[config.mk]
export PLATFORM = sky130hd
export DESIGN_NAME = sequential_multiplier
export DESIGN_NICKNAME = d
export VERILOG_FILES = /design/src/rtl/sequential_multiplier.sv
export SDC_FILE = /design/constraint.sdc
export NUM_CORES = 1
export LEC_CHECK = 0
export CORE_MARGIN = 2
export CORE_UTILIZATION = 47
export DETAILED_ROUTE_END_ITERATION = 10
export GPL_ROUTABILITY_DRIVEN = 0
export GPL_TIMING_DRIVEN = 0
export HOLD_SLACK_MARGIN = 0.06
export PLACE_DENSITY = 0.8
export SLEW_MARGIN = 20
export SYNTH_ARGS = -nofsm -noshare
export SYNTH_HDL_FRONTEND = slang
export SYNTH_SLANG_ARGS = --single-unit
[constraint.sdc]
create_clock -name i_clock -period 2 [get_ports i_clock]
set_input_delay 0.4 -clock i_clock [delete_from_list [all_inputs] [get_ports i_clock]]
set_output_delay 0.4 -clock i_clock [all_outputs]
set_load 0.02 [all_outputs]
[src/rtl/sequential_multiplier.sv]
// rtl/sequential_multiplier.sv - unsigned shift-and-add multiplier, one multiplier bit per clock
module sequential_multiplier #(
    parameter int N = 8
) (
    input  logic           i_clock,
    input  logic           i_reset,
    input  logic           i_start,
    output logic           o_busy,
    output logic           o_finished,
    input  logic [N-1:0]   i_multiplicand,
    input  logic [N-1:0]   i_multiplier,
    output logic [2*N-1:0] o_product,
    output logic           o_overflow
);

    localparam int CW = $clog2(N);

    typedef enum logic [1:0] {
        IDLE = 2'd0,
        RUN  = 2'd1,
        DONE = 2'd2
    } state_t;

    state_t        state;
    logic [N-1:0]  mcand;
    logic [N-1:0]  acc_hi;
    logic [N-1:0]  acc_lo;
    logic [CW-1:0] count;
    logic [N:0]    sum;

    // The multiplier drains out of acc_lo as the partial product shifts in from the top.
    always_comb begin
        sum = {1'b0, acc_hi};
        if (acc_lo[0]) begin
            sum = {1'b0, acc_hi} + {1'b0, mcand};
        end
    end

    always_ff @(posedge i_clock) begin
        if (i_reset) begin
            state      <= IDLE;
            o_busy     <= 1'b0;
            o_finished <= 1'b0;
            o_product  <= '0;
            o_overflow <= 1'b0;
            count      <= '0;
            mcand      <= '0;
            acc_hi     <= '0;
            acc_lo     <= '0;
        end else begin
            case (state)
                IDLE, DONE: begin
                    o_finished <= 1'b0;
                    if (i_start) begin
                        state  <= RUN;
                        o_busy <= 1'b1;
                        mcand  <= i_multiplicand;
                        acc_hi <= '0;
                        acc_lo <= i_multiplier;
                        count  <= '0;
                    end else begin
                        state  <= IDLE;
                        o_busy <= 1'b0;
                    end
                end
                RUN: begin
                    acc_hi <= sum[N:1];
                    acc_lo <= {sum[0], acc_lo[N-1:1]};
                    if (count == CW'(N - 1)) begin
                        // Publish the value produced by this final step, not the stale accumulator.
                        state      <= DONE;
                        o_busy     <= 1'b0;
                        o_finished <= 1'b1;
                        o_product  <= {sum, acc_lo[N-1:1]};
                        o_overflow <= |sum[N:1];
                    end else begin
                        count <= count + CW'(1);
                    end
                end
                default: begin
                    state      <= IDLE;
                    o_busy     <= 1'b0;
                    o_finished <= 1'b0;
                end
            endcase
        end
    end

endmodule

Word-level counts from Yosys, hierarchy flattened
Index checks and enable logic that the tools add are counted.
- register bits after elaboration: 48
- bits of input ports: 19
- logic and storage cells: 41
- $add $sub $neg: 2
- reduce and logical (&&, ||, !) cells: 9
- bitwise gates (word level): 1
- multiplexer cells: 14
- eq/ne operators: 6
- operators by type and width (kind ; count):
    $pmux W8 S2 ; 2
    $mux W8 ; 2
    $add A8 B8 Y9 ; 1
    $mux W9 ; 1
    $reduce_or A8 Y1 ; 1
    $mux W3 ; 2
    $ne A2 B2 Y1 const B ; 3
    $pmux W3 S2 ; 1
    $reduce_and A2 Y1 ; 3
    $pmux W2 S2 ; 1
    $reduce_or A2 Y1 ; 2
    $add A3 B1 Y3 const B ; 1
    $eq A3 B3 Y1 const B ; 1
    $mux W1 ; 3
    $reduce_and A3 Y1 ; 1
    $eq A2 B1 Y1 const B ; 1
    $eq A2 B2 Y1 const B ; 1
    $logic_not A2 Y1 ; 1
    $mux W2 ; 1
    $pmux W1 S2 ; 1
    $reduce_bool A2 Y1 ; 1
    $not A1 Y1 ; 1

Longest topological paths before layout
Gate-level depths: netlist of run 1.
- word-level depth: 4
- depth in mapped cells: 9

Worst setup path after synthesis of run 1
OpenSTA, ideal clock, no wires.
- kind: register -> register
- start point: register acc_hi[0]
- end point: register o_overflow
- path buffers: 0
- setup slack: -0.022 ns
- arrival time: 1.931 ns
- clock period less this slack: 2.022 ns
- data required time: 1.909 ns
- cell stages (with the launch flop): 10
- library setup time: 0.091 ns
- cell sequence: dfxtp_1 ha_1 inv_1 fa_1 nor2b_4 o31a_1 o31ai_1 a21oi_2 and4b_1 a311oi_1
- word-level cells in the longest chain between the ends: 3
- ends and longest elaborated chain (element ; line ; RTL):
    start: declaration ; 26 ; logic [N-1:0] acc_hi;
    start signal: assignment ; 67 ; acc_hi <= sum[N:1];
    $add A8 B8 Y9 ; 35 ; sum = {1'b0, acc_hi} + {1'b0, mcand};
    $mux W9 ; 34 ; if (acc_lo[0]) begin
    $reduce_or A8 Y1 ; 75 ; o_overflow <= |sum[N:1];
    end signal: assignment ; 75 ;
    end: declaration ; 13 ; output logic o_overflow
No other way between the ends.
A chain may end at the register's enable or synchronous reset.

Worst setup path in the final report of run 1
Ends and elaborated chain as after synthesis.

==> summary.md, run 1 <==
| Metric | Value |
|---|---|
| Fin. Hold Viols | 0 |
| Cts bufs inserted | 5 |
| Comb pwr share | 0.125 |
| IO Port Bufs | 36 |
| Reg power frac | 0.476 |
| Post-synth EDFFs | 0 |
| Root buf cell | clkbuf_8 |
| Unrepaired setup endpoints after global routing | yes |
| Internal power | 1.61 mW |
| Synth Net Count | around 280 |
| Total power | 2.13 mW |
| Final Core Density | 0.631 |
| WL/cell | 15.0 um |
| Clk slew on worst S/H paths | 90 ps |
| Hold Path Class | in -> reg |
| GRT Util Overall | 0.213 |
| Routed wire length | 5350 um |
| Post-layout minimum cycle time | slightly above 2000 ps |
| Vias in the first global route | between 1500 and 2000 |
| Final #Nets | 332 |
| Clock share of power | 0.399 |
| Layout cells sized above 1 | 0.142 |
| First-pass GRT wire length | 8740 um |
| CTS HTree Levels | 2 |
| Post-detail-place hpwl | approximately 3800 um |
| Die Y | 73.3 um |
| Synth Register Bits | 48 |
| CP required | 2230 ps |
| Worst R2R Path Depth | 9 |
| WHS Path Cells | 2 |
| Maxcap violations | 0 |
| Pwr Density | between 700 and 800 nW/um^2 |
| Slew @ Worst Pin | 756 ps |
| DR pass1 iterations | 4 |
| Antenna violations before repair | 0 |
| Critical path class | reg -> reg |
| Synth area leader | dfxtp_1 |
| Skew final | 10.9 ps |
| DRC | 0 |
| Pre-CTS setup slack | -284 ps |
| DR vias/cell | 5.57 |
| Period utilization | 1.01 |
| Post-Syn Area | 2260 sq um |
| Top cells by area, synth | dfxtp_1, nand2_1, nor2_1 |
| Critical path capture point type | flop |
| Max-Slew Margin vs Limit | 0.494 |
| Peak Freq | 496 MHz |
| Worst vdd rail ir drop | 0.455 mV |
| Commonest register cell after synthesis | dfxtp_1 |
| Critical path data arrival time | ~2200 ps |
| Post-synthesis async set-or-reset flop share | 0 |
| CTS sink cnt | 48 |
| Leading cell types in the layout, fill and taps excluded | dfxtp_1, nand2_1, clkdlybuf4s50_1 |
| Die Area | 5380 sq um |
| Top-area cell type share of the netlist area | 0.425 |
| Sw frac | 0.242 |
| Row count | 25 |
| Number of setup violations in the final report | 1 |
| Routed Antenna Nets | 0 |
| Starting Density | 0.481 |
| Yosys cell types | 50 |
| Chip width | 73.3 um |
| Status | complete, but fails checks |
| Remaining Overflow, GRT | 0 |
| CTS tree | done |
| Clock buffer depth | 2 |
| Slew Limit Fails | 0 |
| Final setup margin | -17.4 ps |
| Synth Warn # | 0 |
| Vias | 1990 |
| Crit-path max FO | 3 |
| Core area | 4690 sq um |
| NetSw | between 0.5 and 0.6 mW |
| Leak | about 1.1 nW |
| ANT cells | 0 |
| Register area share after synthesis | 0.425 |
| Area growth syn-to-layout | 31.0% |
| Worst-Skew Late Latency | 310 ps |
| Most common cell after layout, fill and taps aside | dfxtp_1 |
| Violated checks | setup timing |
| Cells after Synth | 253 |
| Largest net degree at the start of global routing | 17 |
| Initial DRC Count | ~140 |
| Worst Setup Start Kind | flop |
| Avg Synthesized Cell Area | 8.93 sq um |
| Io pins | 38 |
[worst max-delay path, stage by stage (launching register included)]
cell	delay, ps
dfxtp_4	370
ha_4	130
inv_2	30
fa_2	360
nor2b_4	150
o31a_1	220
o31ai_2	100
a21oi_2	150
and4b_1	200
a311oi_1	210
[sequential cells by signal, indices dropped and copies added (netlist names)]
signal and count:
acc_hi 8, acc_lo 8, count 3, mcand 8, o_busy 1, o_finished 1
o_overflow 1, o_product 16, state 2
[per-stage QoR]
stage / setup TNS (ps) / cell area [sq um] / std cells / hold slack, ps
6_report: -17.4 / 2960 / 357 / 297
3_5_place_dp: -2240 / 2690 / 343 / 441
5_1_grt: -243 / 2960 / 357 / 293
3_3_place_gp: -1440 / 2690 / 343 / 441
2_1_floorplan: 0 / 2260 / 253 / 438
4_1_cts: -104 / 2890 / 355 / 290
[worst paths after layout]
kind                                                 start                          to  slack (ps)
worst max-delay path                acc_hi[0]$_SDFFE_PP0P_     o_overflow$_SDFFE_PP0P_         -20
worst min-delay path                               i_reset      acc_lo[1]$_SDFFE_PP0P_         300
worst max register to register      acc_hi[0]$_SDFFE_PP0P_     o_overflow$_SDFFE_PP0P_         -20
worst min register to register  o_product[13]$_SDFFE_PP0P_  o_product[13]$_SDFFE_PP0P_         450
[power groups by stage]
stage | logic, mW | registers, mW | clock network (mW)
finish | 0.265 | 1.01 | 0.849
global route | 0.291 | 1.02 | 0.903
CTS | 0.254 | 1.01 | 0.862
detailed placement | 0.249 | 1.03 | 0
global placement | 0.244 | 1.03 | 0
floorplan | 0.165 | 1.03 | 0
[synthesized netlist by cell type (4+ instances only)]
library cell / count
nand2_1: 43
a22o_1: 7
a311oi_1: 8
dfxtp_1: 48
a21oi_1: 15
ha_1: 10
o21ai_1: 4
a2bb2oi_1: 4
nor2_1: 35
mux2i_1: 7
o211ai_1: 4
clkbuf_1: 9
nor2b_1: 4
inv_1: 4
[final cells by class]
| type | instances | area (sq um) |
|---|---|---|
| Buffer | 16 | 111 |
| Clock buffer | 5 | 68.8 |
| Clock inverter | 3 | 68.8 |
| Fill cell | 393 | 1730 |
| Inverter | 5 | 18.8 |
| Multi-Input combinational cell | 184 | 1250 |
| Sequential cell | 48 | 967 |
| Tap cell | 54 | 67.6 |
| Timing Repair Buffer | 42 | 405 |
[repair_timing]
| action | in CTS | in global routing |
|---|---|---|
| resized for setup | 7 | 12 |
| setup buffers | 4 | 2 |
| endpoints found under the setup margin | 3 | 13 |
| hold buffers | 0 | 0 |
| pin swaps | 7 | 8 |
[kinds of logic (layout without fill, tap and decap cells)]
kind of cell               Yosys count  after routing  synth area share
and+or+nand+nor                     96             96             0.192
AOI/OAI and AO/OA                   67             67             0.220
DFF                                 48             48             0.425
buffers and inverters               21             71            0.0559
adders and majority gates           11             11            0.0643
muxes                                7              7            0.0310
xor gates and xnor gates             3              3            0.0116
[metal layers]
layer	wire length [um]	up-vias	GRT usage	share of wire
li1	-	992	-	-
met1	2430	927	0.298	0.45
met2	2500	61	0.327	0.47
met3	295	10	0.0329	0.055
met4	129	0	0.0929	0.024
met5	0	-	0	0
(Power assumes the default switching activity.)
==> inputs of run 2 (changes only) <==
--- a/config.mk
+++ b/config.mk
@@ -6,12 +6,13 @@
 export NUM_CORES = 1
 export LEC_CHECK = 0
 export CORE_MARGIN = 2
-export CORE_UTILIZATION = 47
+export CORE_UTILIZATION = 40
 export DETAILED_ROUTE_END_ITERATION = 10
 export GPL_ROUTABILITY_DRIVEN = 0
 export GPL_TIMING_DRIVEN = 0
 export HOLD_SLACK_MARGIN = 0.06
-export PLACE_DENSITY = 0.8
+export PLACE_DENSITY = 0.7
+export SKIP_LAST_GASP = 1
 export SLEW_MARGIN = 20
 export SYNTH_ARGS = -nofsm -noshare
 export SYNTH_HDL_FRONTEND = slang
==> summary.md, run 2 (synthesized netlist as in run 1, its figures left out) <==
| Metric | Value |
|---|---|
| Hold Crit Start | i_reset |
| Pre-CTS setup slack | -304 ps |
| Skew final | 12.6 ps |
| Period utilization | 1.04 |
| Slowest CP cell | dfxtp_2 |
| Met3 wire length | 226 um |
| WHS Endpoint | acc_lo[1]$_SDFFE_PP0P_ |
| Largest register by flop count | o_product |
| Reg2reg setup slack | -80 ps |
| Hold WS | just over 300 ps |
| Slew @ Worst Pin | roughly 750 ps |
| CTS sink cnt | 48 |
| Leading cell types in the layout, fill and taps excluded | dfxtp_1, nand2_1, clkdlybuf4s50_1 |
| Pwr Density | 691 nW/um^2 |
| Worst-Skew Late Latency | 300 ps |
| DR vias/cell | 5.28 |
| Leak | 1.11 nW |
| Status | complete, but fails checks |
| Placed insts | approximately 360 |
| Final setup margin | -79.2 ps |
| Post-detail-place hpwl | 3790 um |
| Routed wire length | about 5300 um |
| Remaining Overflow, GRT | 0 |
| Worst vdd rail ir drop | 0.359 mV |
| CP required | 2220 ps |
| Area growth syn-to-layout | 29.3% |
| CTS HTree Levels | 2 |
| Clock buffer depth | 2 |
| Final #Nets | 329 |
| Antenna violations before repair | 0 |
| CTS tree | done |
| Vias in the first global route | 1868 |
| R2R Path End | o_overflow$_SDFFE_PP0P_ |
| Routed Antenna Nets | 0 |
| Met2 WL post-DR | 2450 um |
| Met1 WL | roughly 2600 um |
| Peak Freq | 481 MHz |
| Largest net degree at the start of global routing | 16 |
| Io pins | 38 |
| R2R Path Start | mcand[0]$_SDFFE_PP0P_ |
| Worst R2R Path Depth | 9 |
| Layout cells sized above 1 | 0.133 |
| WL/cell | ~14 um |
| Row count | 27 |
| Critical path class | reg -> reg |
| Filler cell count | 503 |
| Post-layout minimum cycle time | between 2000 and 2500 ps |
| Die Area | 6260 sq um |
| Fin. Hold Viols | 0 |
| GRT Util Overall | 0.177 |
| Final Non-Filler Cells | 372 |
| IO Port Bufs | 36 |
| Max incr delay on CP | 370 ps |
| DRC | 0 |
| Number of setup violations in the final report | 2 |
| Max-Slew Margin vs Limit | 0.500 |
| Final Instance Area | 2920 sq um |
| Starting Density | 0.413 |
| Die Y | 79.1 um |
| Largest register FFs | 16 |
| Chip width | 79.1 um |
| Critical path data arrival time | 2300 ps |
| Top routing layer in use | met4 |
| Dpl cell area | 2710 sq um |
| Violated checks | setup timing |
| Initial DRC Count | 63 |
| ANT cells | 0 |
| Worst Setup Start Kind | flop |
| Clk slew on worst S/H paths | ~90 ps |
| Most common cell after layout, fill and taps aside | dfxtp_1 |
| Hold Path Class | in -> reg |
| WHS Path Cells | 2 |
| CP cell instances | ha_4, inv_2, fa_2, nor2b_4, o31a_1, o31ai_2, a21oi_2, and4b_1, a311oi_1 |
| Root buf cell | clkbuf_8 |
| Cts bufs inserted | 5 |
| Maxcap violations | 0 |
| Core area | 5470 sq um |
| Crit-path max FO | 3 |
| First-pass GRT wire length | just under 9000 um |
| Slew Limit Fails | 0 |
| Unrepaired setup endpoints after global routing | yes |
| Critical path capture point type | flop |
| Vias | 1963 |
| DR pass1 iterations | 5 |
==> run 2: changes by cell type in the layout (fill, tap and decap cells not counted), sizes merged <==
cell and delta:
clkinv +1, inv -1, buf -3, bufinv -1, clkbuf +1
==> run 2: timing repair <==
| item | CTS | global route |
|---|---|---|
| buffers inserted | 3 | 0 |
| pin swaps | 7 | 10 |
| gates resized for setup | 8 | 9 |
| endpoints found under the setup margin | 3 | 16 |
| hold buffers | 0 | 0 |
==> run 2: how the worst max path moves through the flow <==
stage | start | end | slack [ps] | cells after the start
final | mcand[0]$_SDFFE_PP0P_ | o_overflow$_SDFFE_PP0P_ | -80 | 9
after global routing | mcand[0]$_SDFFE_PP0P_ | o_overflow$_SDFFE_PP0P_ | -190 | 9
after CTS | mcand[0]$_SDFFE_PP0P_ | acc_hi[5]$_SDFFE_PP0P_ | -100 | 9
after detailed placement | i_start | acc_lo[6]$_SDFFE_PP0P_ | -300 | 6
after global placement | i_start | acc_lo[6]$_SDFFE_PP0P_ | -250 | 6
after floorplan | acc_hi[0]$_SDFFE_PP0P_ | o_overflow$_SDFFE_PP0P_ | 40 | 9
==> run 2: area by class of cell <==
type | instances | area [sq um] | share of cell area
multi-input cells | 184 | 1230 | 0.422
flip-flops and latches | 48 | 965 | 0.330
repair buffers | 39 | 383 | 0.131
plain buffers | 16 | 111 | 0.0381
well taps | 72 | 90.1 | 0.0308
clock buffers | 6 | 82.6 | 0.0283
clock inverters | 2 | 38.8 | 0.0133
inverters | 5 | 18.8 | 0.00643
==> run 2: critical path: cells and delay by family (launching register included) <==
| family | cells | cell delay (ps) |
|---|---|---|
| and+or+nand+nor | 2 | 350 |
| DFF | 1 | 370 |
| buffers and inverters | 1 | 30 |
| AOI/OAI and AO/OA | 4 | 720 |
| adders and majority gates | 2 | 510 |
==> run 2: metal layers <==
metal  vias to the layer above  global-route usage
met5                         -                   0
met4                         0              0.0707
met3                         8              0.0284
met2                        47               0.286
met1                       923               0.235
li1                        985                   -
==> run 2: report_power, final <==
part / switching [mW] / total [mW] / internal, mW
Sequential: 0.0240 / 1.01 / 0.989
Clock: 0.334 / 0.743 / 0.409
Combinational: 0.145 / 0.263 / 0.118
Total: 0.503 / 2.02 / 1.52
==> run 2: per-stage QoR <==
step | utilization | TNS, ps | total power, mW
3_5_place_dp | 0.495 | -2430 | 1.28
2_1_floorplan | - | 0 | 1.19
4_1_cts | 0.529 | -199 | 2.02
5_1_grt | 0.534 | -379 | 2.09
3_3_place_gp | 0.495 | -1830 | 1.28
6_report | 0.534 | -99.2 | 2.02
==> inputs of run 3 (changes only) <==
--- a/config.mk
+++ b/config.mk
@@ -10,7 +10,6 @@
 export DETAILED_ROUTE_END_ITERATION = 10
 export GPL_ROUTABILITY_DRIVEN = 0
 export GPL_TIMING_DRIVEN = 0
-export HOLD_SLACK_MARGIN = 0.06
 export PLACE_DENSITY = 0.7
 export SKIP_LAST_GASP = 1
 export SLEW_MARGIN = 20
==> results of run 3 <==
No change in the layout: final DEF, timing and power equal those of run 2.
